[src/rtl/result_store_seq.sv]
// Sequences 16-bit result pairs into a byte-wide data memory: LSW at ptr, MSW at ptr+1.
// A run stores NUM_RESULTS pairs from base_addr, then holds done until the next start.
module result_store_seq #(
    parameter int unsigned ADDR_W      = 8,
    parameter int unsigned DATA_W      = 8,
    parameter int unsigned NUM_RESULTS = 15,
    localparam int unsigned CntW       = $clog2(NUM_RESULTS + 1)
) (
    input  logic              clk_i,
    input  logic              rst_ni,
    input  logic              start_i,
    input  logic [ADDR_W-1:0] base_addr_i,
    input  logic              in_valid_i,
    output logic              in_ready_o,
    input  logic [DATA_W-1:0] in_msw_i,
    input  logic [DATA_W-1:0] in_lsw_i,
    output logic              mem_we_o,
    output logic [ADDR_W-1:0] mem_addr_o,
    output logic [DATA_W-1:0] mem_wdata_o,
    output logic              busy_o,
    output logic              done_o,
    output logic [CntW-1:0]   wr_count_o
);

    typedef enum logic [2:0] {StIdle, StArmed, StWrLo, StWrHi, StDone} state_e;

    state_e            state_q;
    logic [ADDR_W-1:0] ptr_q;
    logic [DATA_W-1:0] msw_q, lsw_q;
    logic [CntW-1:0]   wr_count_q;
    logic              mem_we_q, busy_q, done_q;
    logic [ADDR_W-1:0] mem_addr_q;
    logic [DATA_W-1:0] mem_wdata_q;

    logic last_pair;
    logic accept;

    // The pair being written in WR_HI is the last one of the run.
    assign last_pair  = (32'(wr_count_q) + 32'd1) == NUM_RESULTS;
    assign in_ready_o = (state_q == StArmed) || ((state_q == StWrHi) && !last_pair);
    // start wins over a coincident handshake.
    assign accept     = in_valid_i && in_ready_o && !start_i;

    always_ff @(posedge clk_i or negedge rst_ni) begin
        if (!rst_ni) begin
            state_q     <= StIdle;
            ptr_q       <= '0;
            msw_q       <= '0;
            lsw_q       <= '0;
            wr_count_q  <= '0;
            mem_we_q    <= 1'b0;
            mem_addr_q  <= '0;
            mem_wdata_q <= '0;
            busy_q      <= 1'b0;
            done_q      <= 1'b0;
        end else if (start_i) begin
            state_q    <= StArmed;
            ptr_q      <= base_addr_i;
            wr_count_q <= '0;
            done_q     <= 1'b0;
            busy_q     <= 1'b1;
            mem_we_q   <= 1'b0;
        end else begin
            case (state_q)
                StArmed: begin
                    if (accept) begin
                        msw_q       <= in_msw_i;
                        lsw_q       <= in_lsw_i;
                        state_q     <= StWrLo;
                        mem_we_q    <= 1'b1;
                        mem_addr_q  <= ptr_q;
                        mem_wdata_q <= in_lsw_i;
                    end
                end
                StWrLo: begin
                    state_q     <= StWrHi;
                    mem_we_q    <= 1'b1;
                    mem_addr_q  <= ptr_q + ADDR_W'(1);
                    mem_wdata_q <= msw_q;
                end
                StWrHi: begin
                    ptr_q      <= ptr_q + ADDR_W'(2);
                    wr_count_q <= wr_count_q + CntW'(1);
                    if (last_pair) begin
                        state_q  <= StDone;
                        mem_we_q <= 1'b0;
                        done_q   <= 1'b1;
                        busy_q   <= 1'b0;
                    end else if (accept) begin
                        // Back-to-back pair: its LSW goes out next cycle at the advanced ptr.
                        msw_q       <= in_msw_i;
                        lsw_q       <= in_lsw_i;
                        state_q     <= StWrLo;
                        mem_we_q    <= 1'b1;
                        mem_addr_q  <= ptr_q + ADDR_W'(2);
                        mem_wdata_q <= in_lsw_i;
                    end else begin
                        state_q  <= StArmed;
                        mem_we_q <= 1'b0;
                    end
                end
                default: mem_we_q <= 1'b0;
            endcase
        end
    end

    assign mem_we_o    = mem_we_q;
    assign mem_addr_o  = mem_addr_q;
    assign mem_wdata_o = mem_wdata_q;
    assign busy_o      = busy_q;
    assign done_o      = done_q;
    assign wr_count_o  = wr_count_q;

endmodule

[config.mk]
export PLATFORM = sky130hd
export DESIGN_NAME = result_store_seq
export DESIGN_NICKNAME = d
export VERILOG_FILES = /design/src/rtl/result_store_seq.sv
export SDC_FILE = /design/constraint.sdc
export NUM_CORES = 1
export LEC_CHECK = 0
export CORE_MARGIN = 2
export CORE_UTILIZATION = 50
export CTS_CLUSTER_DIAMETER = 60
export DETAILED_ROUTE_END_ITERATION = 7
export DONT_BUFFER_PORTS = 1
export GPL_TIMING_DRIVEN = 0
export PLACE_DENSITY = 0.73
export SLEW_MARGIN = 20
export SYNTH_ARGS = -nofsm -noshare
export SYNTH_HDL_FRONTEND = slang
export SYNTH_SLANG_ARGS = --single-unit
[constraint.sdc]
create_clock -name clk_i -period 2.3 [get_ports clk_i]
set_clock_uncertainty 0.2 [all_clocks]
set_input_delay 0.46 -clock clk_i [delete_from_list [all_inputs] [get_ports clk_i]]
set_output_delay 0.46 -clock clk_i [all_outputs]
set_load 0.05 [all_outputs]
==> flow_summary.toml, run 1 <==
[sta]
finalHoldViolCount = 0
finalMaxSlewViolations = 0
fin_ws_ns = -0.150
setup_viol = 26
relSlewSlack_pct = 66.0
fin_crit_ns = 2.45
rsz0062_at_grt = "yes"
timing.hold.ws_ns = 0.0657
tightestPinTransition_ns = 0.510
finalCritPeriodShare_pct = 107
fmax_ghz = 0.408

[floorplan]
fp.dieH_um = 69.3
die_x_um = 69.3
dieArea_um2 = 4810
row_count = 23
start_util_pct = 52.6
core_um2 = 4060
io_pins = 52

[synth]
synth_async_sr_flop_share_pct = 100
syn_area_um2 = 2130
synth_nets = 218
synth.distinct_cells = 31
synthCells = 186
synth.avg_cell_area_um2 = 11.5
synth_edf_count = 0
ys_warn_count = 0
seq_area_frac_synth_pct = 49.2
synth.largest_area_cell = "dfrtp_1"
synth_area_leaders = "dfrtp_1, mux2_2, mux2_4"
ys.flop_type = "dfrtp_1"
yosysTopAreaCellShare_pct = 49.2
yosysMostFrequentCell = "dfrtp_1"
netlist_top_cells_count = "dfrtp_1, mux2_2, nand2_1"
ys_seq_elements = 42

[clock_network]
cts_buffer_depth = 2
clock-root-buffer = "clkbuf_8"
cts_buffers = 5
clk_pin_slew_ns = 0.08
insertion_delay_ns = 0.30
tritoncts = "built"
cts.sinks = 42
h-tree-depth = 2

[power_and_ir_drop]
p_leak_nw = 1.10
power_density_nw_per_um2 = 909
ir_drop_uv = 645

[global_route]
antenna_found_initial = 0
grt_max_degree = 43
grt_pass1_wl_mm = 7.33
grtUsageMet3_pct = 5.67
top_usage_layer = "met2"
gr-usage-met1_pct = 24.0
use_met2_pct = 31.3
grt_use_total_pct = 19.2
grt_pass1_vias = 1539
grt_remaining_overflow = 0

[setup_path]
worstSetupPathType = "register to output port"
r2r-start = "wr_count_o[0]"
max_stage_delay_ns = 0.60
cp-end-kind = "output port"
rr_endpoint = "mem_addr_o[1]"
cp.required_ns = 1.64
rrSetupSlack_ns = -0.07
crit_arrival_ns = 1.79
start_kind = "register"
worstPathCellList = "ha_4 -> buf_6 -> o41ai_4 -> buf_4 -> nor2_4"
crit_fanout = 6
critPathTopFamily = "flip-flops"
path_buf_inv = 2
worst_path_max_delay_cell = "dfrtp_4"
crit_start = "wr_count_o[0]"
ff2ff_path_depth = 8

[finish]
multi_input_area_um2 = 1120
regArea_um2 = 1060
fillers = 313
post-route-util_pct = 63.1
insertedDiodeCount = 0
synthToLayoutAreaGrowth_pct = 19.9
finalNonFillerCells = 253
nNetsFinal = 234
drive_gt1_share_pct = 35.0

[routing]
viasPerCell = 5.69
drc_errors = 0
vias = 1439
drtPass1Iterations = 4
drtIter0Drc = 33
wl_mm = 4.45
drtAntennaViolNets = 0
post_drt_wl_per_cell_um = 17.6

[placed_design]
dp_hpwl_mm = 2.98
place_inst = 236
gp_congestion = 0.853
portBuffers = 0

[run_status]
status = "finished, violations left"
failed_checks = "negative setup slack"

[worst_hold_path]
hold_path_class = "primary input to register"
hp-start = "start_i"
holdPathStages = 1
worstHoldEndpoint = "ptr_q[7]"

[job]
drv_cap = 0
-- cell usage in the layout (no fill, tap or decap), types with 3 or more instances in the layout --
cell and n:
mux2_4 16, mux2_2 17, xnor2_1 4, a21oi_1 5
nor2_1 15, o21ai_0 12, xor2_1 10, clkbuf_8 5
nand3_1 5, buf_4 4, inv_1 4, nand2_1 17
dfrtp_1 38, clkbuf_1 3, nand2b_1 5
-- metrics by stage --
| step | setup TNS [ns] | setup slack, ns | total power, mW | area (µm²) |
|---|---|---|---|---|
| 2_1_floorplan | 0 | 0.0429 | 1.50 | 2140 |
| 3_3_place_gp | -1.51 | -0.0981 | 1.55 | 2200 |
| 3_5_place_dp | -2.26 | -0.140 | 1.58 | 2200 |
| 4_1_cts | -0.550 | -0.147 | 2.33 | 2510 |
| 5_1_grt | -2.61 | -0.204 | 2.43 | 2560 |
| 6_report | -1.09 | -0.150 | 2.33 | 2560 |
-- where the power goes --
part / internal, mW / switching [mW]
Sequential: 0.864 / 0.409
Combinational: 0.213 / 0.140
Clock: 0.435 / 0.264
Total: 1.51 / 0.813
-- registers in the layout (all words and copies together) (netlist names) --
name,count
busy_o,1
mem_addr_o,8
state_q,3
mem_we_o,1
done_o,1
msw_q,8
wr_count_o,4
ptr_q,8
mem_wdata_o,8
-- worst reg2reg max path, cell delays in order, from the launching register on --
cell and delay [ns]:
dfrtp_4 0.60, ha_4 0.21, buf_6 0.11, o41ai_4 0.30
buf_4 0.19, buf_4 0.12, o21ai_4 0.08, clkbuf_16 0.17
mux2_4 0.29
-- cell type report --
cell class	instances	area share (%)
Buffer	6	1.66
Clock buffer	5	2.69
Clock inverter	3	2.69
Inverter	5	0.831
Multi-Input combinational cell	133	43.7
Sequential cell	42	41.4
Tap cell	50	2.44
Timing Repair Buffer	9	4.55
-- cell families (layout without fill, tap and decap cells) --
group,after synthesis,count (layout),synth area share (%)
buffers and inverters,11,28,2.52
AND/OR/NAND/NOR,55,55,12.0
flip-flops,42,42,49.2
XOR/XNOR,15,15,6.15
AO/OA/AOI/OAI,25,25,8.50
adder cells (fa/ha/maj),4,4,2.34
multiplexers,34,34,19.3
-- routing by layer --
layer  vias up  wire [µm]
li1        668          -
met1       717       1880
met2        45       2230
met3         9        244
met4         0         98
met5         -          0
-- worst max path at each step --
stage	to	depth (start not counted)
2_1_floorplan	mem_addr_o[0]	5
3_3_place_gp	mem_wdata_o[3]	5
3_5_place_dp	mem_wdata_o[5]	5
4_1_cts	in_ready_o	6
5_1_grt	in_ready_o	5
6_report	in_ready_o	5
-- repair_timing --
item,in CTS,in global routing
gates resized for setup,25,2
endpoints found under the setup margin,20,27
hold buffers,2,0
cloned,0,1
hold endpoints to repair,42,0
setup buffers,5,1
pin swaps,6,3
Note: power is estimated with default switching activity, not from simulation.
==> run 2: changes to the inputs <==
CELL_PAD_IN_SITES_DETAIL_PLACEMENT = 0   (was default)
CELL_PAD_IN_SITES_GLOBAL_PLACEMENT = 1   (was default)
CORE_UTILIZATION = 49   (was 50)
PLACE_DENSITY = 0.87   (was 0.73)
SLEW_MARGIN = default   (was 20)
==> run 2 against run 1 <==
The run still ends with negative setup slack left. Count of clock-buffer cells in the layout unchanged. Sequential share of layout area increased by 0.70 points. Power decreased by 5.3%. Wire length decreased by 5.2%. Sequential power about the same. Via count decreased by 0.69%. Core utilization decreased by 4.1 points. Critical path depth increased by 1. Clock power decreased by 17%. Non-clock buffer count decreased by 2. Design area decreased by 1.7%. Critical path type is now register to register. Largest power group unchanged.
==> flow_summary.toml, run 2 (same netlist as run 1, synthesis figures left out) <==
[finish]
synthToLayoutAreaGrowth_pct = 17.9
insertedDiodeCount = 0
drive_gt1_share_pct = 34.3
mostFrequentLayoutCell = "dfrtp_1"
final_cell_mix = "dfrtp_1, nand2_1, mux2_2"
nNetsFinal = 232
fillers = 345

[global_route]
grt_pass1_vias = 1496
grt_pass1_wl_mm = 7.06
antenna_found_initial = 0
grt_remaining_overflow = 0
grt_use_total_pct = 18.3
grt_max_degree = 43

[setup_path]
max_stage_delay_ns = 0.60
crit_fanout = 8
cp.required_ns = 2.28
crit_arrival_ns = 2.34
start_kind = "register"
cp-end-kind = "register"
worstPathCellList = "ha_4 -> o41ai_4 -> buf_4 -> or2_1 -> buf_6 -> mux2_4"
worstSetupPathType = "register to register"
worst_path_max_delay_cell = "dfrtp_4"

[sta]
finalCritPeriodShare_pct = 103
timing.hold.ws_ns = 0.0667
fmax_ghz = 0.423
fin_crit_ns = 2.36
fin_ws_ns = -0.0631
setup_viol = 11
finalHoldViolCount = 0
relSlewSlack_pct = 65.9
tightestPinTransition_ns = 0.510
finalMaxSlewViolations = 0
rsz0062_at_grt = "yes"

[floorplan]
dieArea_um2 = 4900
io_pins = 52
core_um2 = 4260
start_util_pct = 50.1
fp.dieH_um = 70
row_count = 24
die_x_um = 70

[clock_network]
cts.sinks = 42
insertion_delay_ns = 0.29
clk_pin_slew_ns = 0.08
clock-root-buffer = "clkbuf_8"
tritoncts = "built"
cts_buffers = 5
cts_buffer_depth = 2
h-tree-depth = 2

[job]
drv_cap = 0

[routing]
drtPass1Iterations = 4
viasPerCell = 5.65
drtIter0Drc = 57
post_drt_wl_per_cell_um = 16.7
wl_mm = 4.21
vias = 1429
drtAntennaViolNets = 0
drc_errors = 0

[power_and_ir_drop]
ir_drop_uv = 398
power_density_nw_per_um2 = 875
finalPower_mw = 2.20
p_leak_nw = 1.10

[placed_design]
gp_congestion = 0.844
dp_hpwl_mm = 2.92
portBuffers = 0

[run_status]
failed_checks = "negative setup slack"
status = "finished, violations left"

[worst_hold_path]
hold_path_class = "primary input to register"
-- run 2: power breakdown --
part / internal, mW / switching [mW]
sequential: 0.864 / 0.410
combinational: 0.213 / 0.137
clock: 0.325 / 0.253
total: 1.40 / 0.800
-- run 2: layout make-up --
class / count / area [µm²] / share of cell area, %
repair buffers: 7 / 97.6 / 3.88
multi-input cells: 133 / 1120 / 44.4
inverters: 5 / 21.3 / 0.845
clock buffers: 5 / 68.8 / 2.73
plain buffers: 6 / 42.5 / 1.69
clock inverters: 3 / 43.8 / 1.74
well taps: 52 / 65.1 / 2.58
flip-flops and latches: 42 / 1060 / 42.1
-- run 2: critical path: cells and delay by family (launching register included) --
kind | cells | cell delay, ns
DFF | 1 | 0.60
adders and majority gates | 1 | 0.23
muxes | 1 | 0.31
buffers and inverters | 2 | 0.37
AOI/OAI and AO/OA | 1 | 0.42
and+or+nand+nor | 1 | 0.11
-- run 2: worst paths after layout --
kind | start | to | slack [ns] | cells after the start
worst max-delay path | wr_count_o[1] | msw_q[3] | -0.06 | 6
worst min-delay path | start_i | ptr_q[7] | 0.07 | 1
worst max register to register | wr_count_o[1] | msw_q[3] | -0.06 | 6
worst min register to register | msw_q[7] | msw_q[7] | 0.31 | 1
max in group asynchronous | rst_ni | wr_count_o[0] | 1.25 | 2
min in group asynchronous | rst_ni | mem_wdata_o[3] | 0.43 | 2
-- run 2: what timing repair did --
action	4_1_cts	5_1_grt
hold buffers	2	0
pin swaps	3	4
buffers inserted	3	1
endpoints found under the hold margin	42	0
resized for setup	18	9
endpoints found under the setup margin	23	27
gates cloned	0	1
-- run 2: through the flow --
| stage | setup TNS (ns) | util (%) | instances | setup slack, ns | area (µm²) |
|---|---|---|---|---|---|
| after floorplan | 0 | - | 186 | 0.0429 | 2140 |
| after global routing | -1.40 | 59.0 | 253 | -0.117 | 2520 |
| final | -0.495 | 59.0 | 253 | -0.0631 | 2520 |
| after global placement | -1.72 | 51.7 | 238 | -0.112 | 2200 |
| after CTS | -1.61 | 57.3 | 251 | -0.130 | 2440 |
| after detailed placement | -2.48 | 51.7 | 238 | -0.155 | 2200 |
-- run 2: per-layer routing --
layer	global-route usage, %	share of wire [%]	routed length [µm]	vias to the layer above
met1	23.1	41	1740	709
li1	-	-	-	667
met5	0	0	0	-
met4	6.41	1.3	56	0
met2	30.8	52	2170	47
met3	4.18	5.9	247	6
==> run 3: changes to the inputs <==
CELL_PAD_IN_SITES_DETAIL_PLACEMENT = default   (was 0)
CELL_PAD_IN_SITES_GLOBAL_PLACEMENT = default   (was 1)
CORE_UTILIZATION = 50   (was 49)
PLACE_DENSITY = 0.73   (was 0.87)
==> results of run 3 <==
Final layout, timing and power as in run 1 (identical DEF).
